File: src/rtl/vram_rect_fill.sv
// Rectangle fill engine: walks a clipped rectangle row-major and issues one
// byte write per in-bounds pixel on the display-side RAM port.
module vram_rect_fill #(
  parameter logic [15:0] BASE_ADDR = 16'h0200,
  parameter int unsigned WIDTH_PX  = 32,
  parameter int unsigned HEIGHT_PX = 32
) (
  input  logic        clk_i,
  input  logic        rst_i,
  input  logic        start_i,
  input  logic [7:0]  x0_i,
  input  logic [7:0]  y0_i,
  input  logic [7:0]  w_i,
  input  logic [7:0]  h_i,
  input  logic [7:0]  color_i,
  input  logic        mem_grant_i,
  output logic [15:0] mem_addr_o,
  output logic [7:0]  mem_data_o,
  output logic        mem_wren_o,
  output logic        busy_o,
  output logic        done_o
);

  localparam int unsigned CW = 9;
  localparam int unsigned AW = 16;
  localparam int unsigned DW = 8;

  typedef enum logic [1:0] {
    IDLE = 2'd0,
    RUN  = 2'd1,
    DONE = 2'd2
  } state_e;

  state_e          state_q, state_d;
  logic [CW-1:0]   cx_q, cx_d;
  logic [CW-1:0]   cy_q, cy_d;
  logic [CW-1:0]   x0_q, x0_d;
  logic [CW-1:0]   xe_q, xe_d;
  logic [CW-1:0]   ye_q, ye_d;
  logic [DW-1:0]   color_q, color_d;
  logic [AW-1:0]   mem_addr_q, mem_addr_d;
  logic [DW-1:0]   mem_data_q, mem_data_d;
  logic            mem_wren_q, mem_wren_d;
  logic            busy_q, busy_d;
  logic            done_q, done_d;

  logic [CW-1:0]   nx_c, ny_c;
  logic            last_c;
  logic            consumed_c;

  // Pixel byte address; 16-bit sum wraps by design.
  function automatic logic [AW-1:0] pix_addr(input logic [CW-1:0] x, input logic [CW-1:0] y);
    return AW'(BASE_ADDR + AW'(y) * AW'(WIDTH_PX) + AW'(x));
  endfunction

  // Clip test on 9-bit coordinates.
  function automatic logic in_bounds(input logic [CW-1:0] x, input logic [CW-1:0] y);
    return (x < CW'(WIDTH_PX)) && (y < CW'(HEIGHT_PX));
  endfunction

  // Next candidate in row-major order and end-of-rectangle detect.
  always_comb begin
    last_c     = (cx_q == xe_q) && (cy_q == ye_q);
    consumed_c = !mem_wren_q || mem_grant_i;
    if (cx_q == xe_q) begin
      nx_c = x0_q;
      ny_c = cy_q + CW'(1);
    end else begin
      nx_c = cx_q + CW'(1);
      ny_c = cy_q;
    end
  end

  // Next-state and registered-output logic.
  always_comb begin
    state_d    = state_q;
    cx_d       = cx_q;
    cy_d       = cy_q;
    x0_d       = x0_q;
    xe_d       = xe_q;
    ye_d       = ye_q;
    color_d    = color_q;
    mem_addr_d = mem_addr_q;
    mem_data_d = mem_data_q;
    mem_wren_d = mem_wren_q;
    done_d     = 1'b0;

    unique case (state_q)
      IDLE: begin
        mem_wren_d = 1'b0;
        if (start_i) begin
          x0_d       = CW'(x0_i);
          xe_d       = CW'(x0_i) + CW'(w_i) - CW'(1);
          ye_d       = CW'(y0_i) + CW'(h_i) - CW'(1);
          color_d    = color_i;
          mem_data_d = color_i;
          cx_d       = CW'(x0_i);
          cy_d       = CW'(y0_i);
          if ((w_i == 8'd0) || (h_i == 8'd0)) begin
            state_d = DONE;
            done_d  = 1'b1;
          end else begin
            state_d    = RUN;
            mem_wren_d = in_bounds(CW'(x0_i), CW'(y0_i));
            mem_addr_d = pix_addr(CW'(x0_i), CW'(y0_i));
          end
        end
      end
      RUN: begin
        if (consumed_c) begin
          if (last_c) begin
            state_d    = DONE;
            done_d     = 1'b1;
            mem_wren_d = 1'b0;
          end else begin
            cx_d       = nx_c;
            cy_d       = ny_c;
            mem_wren_d = in_bounds(nx_c, ny_c);
            mem_addr_d = pix_addr(nx_c, ny_c);
            mem_data_d = color_q;
          end
        end
      end
      DONE: begin
        state_d    = IDLE;
        mem_wren_d = 1'b0;
      end
      default: begin
        state_d    = IDLE;
        mem_wren_d = 1'b0;
      end
    endcase

    busy_d = (state_d != IDLE);
  end

  // State and output registers with synchronous reset.
  always_ff @(posedge clk_i) begin
    if (rst_i) begin
      state_q    <= IDLE;
      cx_q       <= '0;
      cy_q       <= '0;
      x0_q       <= '0;
      xe_q       <= '0;
      ye_q       <= '0;
      color_q    <= '0;
      mem_addr_q <= BASE_ADDR;
      mem_data_q <= '0;
      mem_wren_q <= 1'b0;
      busy_q     <= 1'b0;
      done_q     <= 1'b0;
    end else begin
      state_q    <= state_d;
      cx_q       <= cx_d;
      cy_q       <= cy_d;
      x0_q       <= x0_d;
      xe_q       <= xe_d;
      ye_q       <= ye_d;
      color_q    <= color_d;
      mem_addr_q <= mem_addr_d;
      mem_data_q <= mem_data_d;
      mem_wren_q <= mem_wren_d;
      busy_q     <= busy_d;
      done_q     <= done_d;
    end
  end

  assign mem_addr_o = mem_addr_q;
  assign mem_data_o = mem_data_q;
  assign mem_wren_o = mem_wren_q;
  assign busy_o     = busy_q;
  assign done_o     = done_q;

endmodule

File: config.mk
export PLATFORM = sky130hd
export DESIGN_NAME = vram_rect_fill
export DESIGN_NICKNAME = d
export VERILOG_FILES = /design/src/rtl/vram_rect_fill.sv
export SDC_FILE = /design/constraint.sdc
export NUM_CORES = 1
export LEC_CHECK = 0
export ABC_AREA = 1
export BUFFER_PORTS_ARGS = -buffer_cell sky130_fd_sc_hd__buf_2
export CAP_MARGIN = 20
export CORE_MARGIN = 4
export CORE_UTILIZATION = 45
export DETAILED_ROUTE_END_ITERATION = 6
export MAX_ROUTING_LAYER = met4
export PLACE_DENSITY_LB_ADDON = 0.08
export REMOVE_ABC_BUFFERS = 1
export SLEW_MARGIN = 20
export SYNTH_ARGS = -nofsm -noshare
export SYNTH_HDL_FRONTEND = slang
export SYNTH_SLANG_ARGS = --single-unit
File: constraint.sdc
create_clock -name clk_i -period 3.3 [get_ports clk_i]
set_clock_uncertainty 0.2 [all_clocks]
set_input_delay 0.33 -clock clk_i [delete_from_list [all_inputs] [get_ports clk_i]]
set_output_delay 0.33 -clock clk_i [all_outputs]
set_load 0.02 [all_outputs]
After elaboration in Yosys (flattened, before gate mapping)
Index checks and enable logic that the tools add are counted.
W data, S select, Z words.
{"block": "op_classes", "n_addsub": 10, "mul": 0, "n_div": 0, "n_lt_le_gt_ge": 4, "eq_ne": 7, "shifts": 0, "muxes": 34, "bitwise": 0, "reduce_logical": 14}
{"operator": "$mux W9", "n": 8}
{"operator": "$mux W16", "n": 4}
{"operator": "$pmux W9 S2", "n": 2}
{"operator": "$pmux W16 S2", "n": 1}
{"operator": "$mux W8", "n": 3}
{"operator": "$add A8 B8 Y9", "n": 2}
{"operator": "$add A9 B1 Y9 const B", "n": 2}
{"operator": "$eq A9 B9 Y1", "n": 2}
{"operator": "$lt A9 B6 Y1 const B", "n": 2}
{"operator": "$sub A9 B1 Y9 const B", "n": 2}
{"operator": "$add A15 B9 Y16", "n": 1}
{"operator": "$logic_not A8 Y1", "n": 2}
{"operator": "$lt A8 B6 Y1 const B", "n": 2}
{"operator": "$pmux W8 S2", "n": 1}
{"operator": "$add A10 B14 Y15 const A", "n": 1}
{"operator": "$add A14 B8 Y15", "n": 1}
{"operator": "$add A10 B13 Y14 const A", "n": 1}
{"operator": "$mux W1", "n": 8}
{"operator": "$mux W2", "n": 4}
{"operator": "$ne A2 B2 Y1 const B", "n": 4}
{"operator": "$reduce_and A5 Y1", "n": 1}
{"operator": "$pmux W1 S2", "n": 2}
{"operator": "$pmux W2 S2", "n": 1}
{"operator": "$reduce_and A4 Y1", "n": 1}
{"operator": "7 further kinds", "n": 11}
{"block": "word_totals", "reg_bits": 81, "latch_bits": 0, "ramBits": 0, "romBits": 0, "input_bits": 44, "wordCells": 81, "memories": 0}

Longest topological paths before layout
Gate-level depths: netlist of the first run.
{"block": "logic_depth", "word_depth": 7, "ltp_mapped": 23, "mapped_depth_nobuf": 22}

Least setup slack after synthesis of the first run
No wires, ideal clock.
{"block": "synth_path", "path_kind": "register to register", "from": "register cx_q[0]", "to": "register mem_addr_q[11] (netlist: mem_addr_o[11])", "setup_time_ns": 0.117, "t_arrival_ns": 2.340, "setup_slack_ns": 0.643, "stages_incl_launch_ff": 19, "path_buffers": 2, "cell_sequence": "dfxtp_1 xnor2_1 nand3_1 nor2_8 nand2_8 buf_12 buf_6 o21ai_2 inv_1 ha_1 ha_1 inv_1 nand2_1 nand3_1 nand3_2 nand2_1 nor2_1 nor2_1 nor2_1"}
{"block": "synth_between", "elab_chain_len": 7, "word_cells_on_any_way": 12, "cone_classes": "add/sub (3); eq/ne (2); mux (5); reduce/logical (2)"}
{"item": "start, declared", "line": "35", "rtl": "logic [CW-1:0] cx_q, cx_d;"}
{"item": "start signal, assigned", "line": "141", "rtl": "cx_q <= '0;"}
{"item": "start signal, assigned", "line": "154", "rtl": "cx_q <= cx_d;"}
{"item": "$eq A9 B9 Y1", "line": "63, 65"}
{"item": "$mux W9", "line": "65", "rtl": "if (cx_q == xe_q) begin"}
{"item": "$add A10 B14 Y15", "line": "53", "rtl": "return AW'(BASE_ADDR + AW'(y) * AW'(WIDTH_PX) + AW'(x));"}
{"item": "$add A15 B9 Y16", "line": "53"}
{"item": "$mux W16", "line": "111", "rtl": "if (last_c) begin"}
{"item": "$mux W16", "line": "110", "rtl": "if (consumed_c) begin"}
{"item": "$pmux W16 S2", "line": "88", "rtl": "unique case (state_q)"}
{"item": "end signal, assigned", "line": "160", "rtl": "mem_addr_q <= mem_addr_d;"}
{"item": "end, declared", "line": "41", "rtl": "logic [AW-1:0] mem_addr_q, mem_addr_d;"}
Several ways; a longest one is shown, not always the timed one. The select of a mux whose other input is x is not followed.
A chain may end at the register's enable or synchronous reset.

Worst setup path after layout of the first run
{"block": "layout_path", "from": "register cx_q[0]", "to": "register mem_addr_q[12] (netlist: mem_addr_o[12])"}
The elaborated chain is that of the path after synthesis.

==> impl_metrics.ini, run 1 <==
[yosys]
avgSynthCellArea_sq_um = 6.99
yosysMostFrequentCell = nand2_1
synthesis.area_sq_um = 5480
syn_inst = 784
async_reset_ff_share_pct = 0
netlist_top_cells_count = nand2_1 (120), inv_1 (116), o21ai_0 (83), nor2_1 (81), dfxtp_1 (80)
synth_seq_area_share_pct = 29.2
ys_types = 49
ys_ff_latch = 80
ys_warn_count = 0
synth_edf_count = 0
synthDominantCellAreaShare_pct = 29.2
synthFlopType = dfxtp_1
synth_area_leader_cell = dfxtp_1
synth_area_leaders = dfxtp_1 (29%), ha_1 (8.9%), nand2_1 (8.2%)

[global_route]
grt_pass1_wl_um = 24900
grt_pass1_vias = 5068
grt_usage_pct = 22.5
grt_max_degree = 58
grt_overflow = 0
antenna_found_initial = 0

[critical_path]
path_delay_family = simple AND/OR/NAND/NOR gates
criticalPathCategory = reg2reg
arrival_ns = 2.95
cpPeakStageDelay_ns = 0.41
crit_path_end_kind = flop
critical_path.startpoint_type = flop
crit_required_ns = 3.34
crit_buf_inv = 2
cp_cell_sequence = xnor2_1 -> nand3_1 -> nor2_8 -> nand2_8 -> nor2_8 -> xor2_1 -> ha_1 -> inv_1 -> nor2_1 -> nand3_1 -> nand2_2 -> nand2_1 -> nand2_1 -> nand3_1 -> nand2_1 -> inv_1
r2r_slack_ns = 0.39
worst-path-max-fanout = 23
cpMaxStageDelayCell = dfxtp_1

[power_and_ir_drop]
p_per_area_nw_per_um2 = 506
clkPwrFrac_pct = 33.7
seqPwrFrac_pct = 36.5
power_frac_comb_pct = 29.8
peakVddDrop_uv = 372
internal_power_mw = 2.02
fin_total_pwr_mw = 3.14
switchingPower_mw = 1.11
p_leak_nw = 3.12
netSwitchingFraction_pct = 35.5

[sta]
period_needed_ns = 2.91
max_freq_mhz = 344
min_period_over_period_pct = 88.0
drv_slew = 0
hold_viol = 0
relSlewSlack_pct = 52.2
worst_pin_slew_ns = 0.710
rsz0062_at_grt = no
setup_viol = 0
finalWorstSetupSlack_ns = 0.395
tns_ns = 0

[final_layout]
stdcell_area_sq_um = 6210
layout.nets = 925
syn2layout_area_growth_pct = 13.4
drive_gt1_share_pct = 16.7
n_antenna_cell = 0

[clock_network]
cts_resized = 0
cts-root-buf = clkbuf_16
clk_pin_slew_ns = 0.07
hold_buffers = 0
h-tree-depth = 3
cts_tree = yes
cts_made_buffers = 9
postCtsSetupBuffers = 0
clkSinkCount = 80
clock_latency_ns = 0.35
cts_buffer_depth = 2

[floorplanning]
ioPinCount = 71
row_count = 40
die_h_um = 118
die_w_um = 118
start_util_pct = 45.8
dieArea_sq_um = 14000
core_area_sq_um = 12000

[placed_design]
place_ws_ns = 0.463
post_dp_cell_area_sq_um = 5900
dp_hpwl_um = 11100
port_buffers = 69
place.gp.congestion = 0.983

[hold_path]
hold_class = in2reg

[routing]
routed-via-count = 5147
via_per_inst = 5.19
dr.first_iter.drc_count = 340
routed_wl_um = 15000
ant_nets = 0
drtPass1Iterations = 5
drc = 0
wl_per_cell_um = 15.1

[job]
cap_violations = 0

[outcome]
outcome = finished, final reports clean
-- layout by cell type (no fill, tap or decap), types with 6 or more instances in the layout --
| cell type | n |
|---|---|
| nand2_1 | 120 |
| ha_1 | 39 |
| nor4_1 | 6 |
| nand2_2 | 8 |
| nor3_1 | 7 |
| nor2_1 | 80 |
| buf_2 | 69 |
| inv_1 | 116 |
| clkbuf_16 | 9 |
| a21oi_1 | 64 |
| xnor2_1 | 16 |
| inv_2 | 11 |
| buf_4 | 7 |
| xor2_1 | 15 |
| nand2_4 | 6 |
| nand3_1 | 31 |
| a31oi_1 | 17 |
| o21ai_0 | 83 |
| dfxtp_1 | 80 |
-- metal layers --
metal  global-route usage, %  vias to the layer above  routed length (um)  share of wire (%)
met5                       -                        -                   0                  0
met4                    4.91                        0                 170                1.1
met3                    4.78                       14                 764                5.1
met2                    35.8                      113                6870                 46
met1                    29.5                     2381                7160                 48
li1                        -                     2639                   -                  -
-- per-stage QoR --
| step | instances | hold slack (ns) | util (%) |
|---|---|---|---|
| 6_report | 991 | 0.0466 | 51.9 |
| 5_1_grt | 991 | 0.0543 | 51.9 |
| 4_1_cts | 991 | 0.0365 | 51.9 |
| 3_5_place_dp | 975 | 0.267 | 49.3 |
| 3_3_place_gp | 975 | 0.258 | 49.3 |
| 2_1_floorplan | 752 | 0.199 | - |
-- tightest hold or removal path, stage by stage --
cell and delay (ns):
buf_2 0.09, o21ai_0 0.07, nor2_1 0.07
-- worst paths after layout --
kind | from | cells after the start | end
setup reg to reg | cx_q[0] | 16 | mem_addr_o[12]
setup / recovery | cx_q[0] | 16 | mem_addr_o[12]
hold reg to reg | mem_addr_o[9] | 2 | mem_addr_o[9]
hold / removal | color_i[3] | 3 | color_q[3]
-- area by class of cell --
cell class,instances,area (sq um)
Clock inverter,6,72.6
Fill cell,1198,5750
Inverter,128,485
Multi-Input combinational cell,544,3230
Sequential cell,80,1600
Timing Repair Buffer,76,398
Clock buffer,10,239
Tap cell,147,184
-- registers in the layout, indices dropped and copies added (netlist names) --
register	count
busy_o	1
color_q	8
cx_q	9
cy_q	9
done_o	1
mem_addr_o	15
mem_data_o	8
mem_wren_o	1
state_q	2
x0_q	8
xe_q	9
ye_q	9
-- power groups by stage --
| stage | registers, mW | logic, mW | clock network, mW |
|---|---|---|---|
| 2_1_floorplan | 1.19 | 0.629 | 0 |
| 3_3_place_gp | 1.16 | 0.917 | 0 |
| 3_5_place_dp | 1.17 | 0.933 | 0 |
| 4_1_cts | 1.15 | 0.940 | 1.09 |
| 5_1_grt | 1.16 | 1.06 | 1.12 |
| 6_report | 1.15 | 0.936 | 1.06 |
-- kinds of logic after synthesis --
group | count (synthesis) | share of synthesized area (%)
simple gates | 285 | 25.0
compound gates | 184 | 18.2
buf+inv | 160 | 11.9
flops | 80 | 29.2
fa+ha+maj | 42 | 10.0
xor+xnor | 32 | 5.46
other cells | 1 | 0.0685
(Power assumes the default switching activity.)
==> run 2: changes to the inputs <==
CELL_PAD_IN_SITES_DETAIL_PLACEMENT = 0   (was default)
CELL_PAD_IN_SITES_GLOBAL_PLACEMENT = 1   (was default)
CORE_UTILIZATION = 42   (was 45)
==> impl_metrics.ini, run 2 (same netlist as run 1, synthesis figures left out) <==
[outcome]
outcome = finished, final reports clean

[final_layout]
largest_register_ffs = 15
syn2layout_area_growth_pct = 14.4
seq_area_sq_um = 1600
final_common_cell = nand2_1
n_antenna_cell = 0
fillers = 1358
instances_no_fill = 1018
drive_gt1_share_pct = 16.8
layout_common_cells = nand2_1 (120), inv_1 (115), o21ai_0 (83)
multi_input_area_sq_um = 3230
layout.nets = 927

[global_route]
grt_usage_pct = 21.8
grt_overflow = 0
antenna_found_initial = 0
grt_max_degree = 33
grt_pass1_wl_um = 24500
grt_pass1_vias = 4938

[power_and_ir_drop]
peakVddDrop_uv = 382
p_leak_nw = 3.13
p_per_area_nw_per_um2 = 508
fin_total_pwr_mw = 3.18

[critical_path]
cpPeakStageDelay_ns = 0.44
cp_cell_sequence = xnor2_1 -> nand3_2 -> nor2_8 -> nand2_8 -> nor2_8 -> xor2_1 -> ha_1 -> inv_1 -> nor2_1 -> nand3_1 -> nand2_2 -> nand2_1 -> nand2_1 -> nand3_1 -> nand2_1 -> inv_1
path_delay_family = simple AND/OR/NAND/NOR gates
criticalPathCategory = reg2reg
arrival_ns = 2.97
crit_path_end_kind = flop
crit_buf_inv = 2
crit_required_ns = 3.35
cpMaxStageDelayCell = dfxtp_1
cpMostUsedCell = nand2_1
critical_path.startpoint_type = flop
worst-path-max-fanout = 23

[routing]
drc = 0
wl_per_cell_um = 14.8
drtPass1Iterations = 7
via_per_inst = 5.05
dr.first_iter.drc_count = 269
routed_wl_um = 15000
ant_nets = 0
routed-via-count = 5141

[job]
cap_violations = 0

[floorplanning]
ioPinCount = 71
die_w_um = 122
core_area_sq_um = 12700
die_h_um = 122
start_util_pct = 43.2
row_count = 41
dieArea_sq_um = 14900

[sta]
drv_slew = 0
max_freq_mhz = 342
finalWorstSetupSlack_ns = 0.377
setup_viol = 0
relSlewSlack_pct = 34.0
min_period_over_period_pct = 88.6
whs_ns = 0.0444
rsz0062_at_grt = no
worst_pin_slew_ns = 0.983
period_needed_ns = 2.92
tns_ns = 0
hold_viol = 0

[clock_network]
cts_resized = 0
cts_tree = yes
clock_latency_ns = 0.35
cts_buffer_depth = 2
postCtsSetupBuffers = 0
hold_buffers = 0
h-tree-depth = 3
cts_made_buffers = 9
cts-root-buf = clkbuf_16
clk_pin_slew_ns = 0.06
clkSinkCount = 80

[placed_design]
place.gp.congestion = 0.856
post-place-cells = 1002
port_buffers = 69
dp_hpwl_um = 11600
place_ws_ns = 0.419

[hold_path]
hold_class = in2reg
-- run 2: report_power, final --
part           total, mW  internal, mW  leakage (nW)  switching (mW)
registers           1.15          1.07         0.663          0.0763
logic              0.939         0.341          2.31           0.598
clock network       1.10         0.682         0.152           0.417
-- run 2: worst register-to-register path, delay by kind of cell, from the launching register on --
kind	cells	cell delay, ns
xor gates and xnor gates	2	0.40
buffers and inverters	2	0.10
adders and majority gates	1	0.23
and+or+nand+nor	11	1.45
DFF	1	0.44
-- run 2: area by class of cell --
cell class / instances / area share, %
Multi-Input combinational cell: 544 / 51.5
Sequential cell: 80 / 25.6
Inverter: 128 / 7.75
Timing Repair Buffer: 78 / 6.59
Clock buffer: 11 / 3.87
Tap cell: 172 / 3.43
Clock inverter: 5 / 1.28
-- run 2: through the flow --
step | util [%] | area [sq um]
floorplan | - | 5310
global placement | 46.9 | 5940
detailed placement | 46.9 | 5940
CTS | 49.5 | 6270
global route | 49.5 | 6270
finish | 49.5 | 6270
-- run 2: path summary, 6_finish.rpt --
kind	from	endpoint	slack [ns]	cells past startpoint
worst max-delay path	cx_q[3]	mem_addr_o[12]	0.38	16
worst min-delay path	color_i[0]	color_q[0]	0.04	3
worst max register to register	cx_q[3]	mem_addr_o[12]	0.38	16
worst min register to register	mem_addr_o[9]	mem_addr_o[9]	0.27	2
-- run 2: layer usage --
metal	global-route usage (%)	routed length (um)
met1	29.7	7470
met5	-	0
met4	5.04	172
met3	4.60	604
met2	33.3	6780
==> run 3: changes to the inputs <==
==> constraint.sdc (replaced) <==
create_clock -name clk_i -period 3.3 [get_ports clk_i]
set_clock_uncertainty 0.2 [all_clocks]
set_input_delay 0 -clock clk_i [delete_from_list [all_inputs] [get_ports clk_i]]
set_output_delay 0 -clock clk_i [all_outputs]
set_load 0.02 [all_outputs]
==> impl_metrics.ini, run 3 (same netlist as run 1, synthesis figures left out) <==
[routing]
routed-via-count = 5171
dr.first_iter.drc_count = 244
drtPass1Iterations = 4
drc = 0
wl_per_cell_um = 14.8
routed_wl_um = 15500
ant_nets = 0
via_per_inst = 4.94

[critical_path]
crit_required_ns = 3.38
cpMostUsedCell = nand3_1
cp-endpoint = mem_addr_o[13]
critPathLaunch = cx_q[0]
cp.depth = 13
arrival_ns = 3.04
r2r_slack_ns = 0.33
cpMaxStageDelayCell = dlygate4sd3_1
criticalPathCategory = reg2reg
cpPeakStageDelay_ns = 0.58
cp_cell_sequence = xnor2_1 -> nand3_1 -> nor2_8 -> nand2_8 -> clkinv_4 -> nand2_1 -> nand3_1 -> nand2_2 -> o21ai_2 -> buf_6 -> a31oi_1 -> dlygate4sd3_1 -> a21oi_1
r2r-end = mem_addr_o[13]
crit_buf_inv = 3
crit_path_end_kind = flop
critical_path.startpoint_type = flop
r2r_cells = 13
path_delay_family = simple AND/OR/NAND/NOR gates
r2r-start = cx_q[0]
worst-path-max-fanout = 12

[hold_path]
min_path_cells = 6
hold_class = in2reg

[power_and_ir_drop]
peakVddDrop_uv = 343
fin_total_pwr_mw = 3.21
seqPwrFrac_pct = 35.9
p_per_area_nw_per_um2 = 489
p_leak_nw = 3.25
power_frac_comb_pct = 30.3
switchingPower_mw = 1.11
internal_power_mw = 2.10
clkPwrFrac_pct = 33.9
netSwitchingFraction_pct = 34.5

[global_route]
antenna_found_initial = 0
grt_pass1_vias = 5131
grt_usage_pct = 22.7
grt_pass1_wl_um = 25600
grt_max_degree = 37
grt_overflow = 0

[clock_network]
cts_made_buffers = 9
postCtsSetupBuffers = 0
cts_buffer_depth = 2
clk_pin_slew_ns = 0.06
clkSinkCount = 80
cts-root-buf = clkbuf_16
clock_latency_ns = 0.35
h-tree-depth = 3
cts_tree = yes

[sta]
setup_viol = 0
relSlewSlack_pct = 53.0
period_needed_ns = 2.97
worst_pin_slew_ns = 0.704
drv_slew = 0
hold_viol = 0
min_period_over_period_pct = 89.9
finalWorstSetupSlack_ns = 0.332
rsz0062_at_grt = no
whs_ns = 0.0244
max_freq_mhz = 337

[floorplanning]
core_area_sq_um = 12700
ioPinCount = 71
die_w_um = 122
start_util_pct = 43.2
row_count = 41
dieArea_sq_um = 14900
die_h_um = 122

[final_layout]
n_antenna_cell = 0
final_common_cell = nand2_1
layout_common_cells = nand2_1 (120), inv_1 (116), o21ai_0 (83)
drive_gt1_share_pct = 16.1
instances_no_fill = 1046
layout.nets = 955
largest_register_ffs = 15
syn2layout_area_growth_pct = 19.7
final_core_util_pct = 51.7

[placed_design]
place.gp.congestion = 0.906
place_ws_ns = 0.456
post-place-cells = 1000
port_buffers = 69
dp_hpwl_um = 11700

[job]
cap_violations = 0

[outcome]
outcome = finished, final reports clean
## run 3: changes by cell type in the layout (fill, tap and decap cells not counted)
cell	delta
buf_4	-3
buf_6	+1
clkbuf_8	-1
clkinv_1	-1
clkinv_2	-1
clkinv_4	+1
dlygate4sd3_1	+29
inv_1	+1
inv_6	+1
nand2_4	+1
## run 3: layout make-up
| type | count | area, sq um |
|---|---|---|
| clock inverters | 6 | 92.6 |
| repair buffers | 105 | 692 |
| flip-flops and latches | 80 | 1600 |
| well taps | 172 | 215 |
| fillers | 1307 | 6120 |
| multi-input cells | 545 | 3240 |
| inverters | 128 | 485 |
| clock buffers | 10 | 229 |
## run 3: worst min-delay path by stage
| stage | start | endpoint |
|---|---|---|
| after CTS | h_i[7] | ye_q[8] |
| after detailed placement | color_i[6] | color_q[6] |
| after global placement | color_i[3] | color_q[3] |
| after floorplan | rst_i | cy_q[5] |
| after global routing | h_i[7] | ye_q[8] |
| final | h_i[7] | ye_q[8] |
## run 3: repair_timing
action                                  4_1_cts  5_1_grt
hold buffers                                 29        0
endpoints found under the setup margin        0        1
gates resized for setup                       0        1
hold endpoints to repair                     49        0
## run 3: worst register-to-register path, delay by kind of cell (launching register included)
| family | cells | cell delay (ns) |
|---|---|---|
| flip-flops | 1 | 0.41 |
| XOR/XNOR | 1 | 0.14 |
| AO/OA/AOI/OAI | 3 | 0.30 |
| buffers and inverters | 3 | 0.92 |
| AND/OR/NAND/NOR | 6 | 0.93 |
## run 3: power by group through the flow
| stage | logic, mW | registers (mW) | clock network [mW] |
|---|---|---|---|
| 2_1_floorplan | 0.629 | 1.19 | 0 |
| 3_3_place_gp | 0.925 | 1.17 | 0 |
| 3_5_place_dp | 0.937 | 1.17 | 0 |
| 4_1_cts | 0.971 | 1.15 | 1.11 |
| 5_1_grt | 1.10 | 1.16 | 1.16 |
| 6_report | 0.971 | 1.15 | 1.09 |
## run 3: routing by layer
metal  global-route usage, %  share of wire (%)  up-vias  wire (um)
li1                        -                  -     2705          -
met1                    30.6                 49     2348       7610
met2                    35.5                 45      102       6940
met3                    3.99                4.6       16        721
met4                    5.95                1.6        0        244
met5                       -                  0        -          0
## run 3: through the flow
step                setup TNS, ns  cell area [sq um]
floorplan                  -0.338               5310
global placement                0               5930
detailed placement              0               5930
CTS                             0               6540
global route                    0               6560
finish                          0               6560
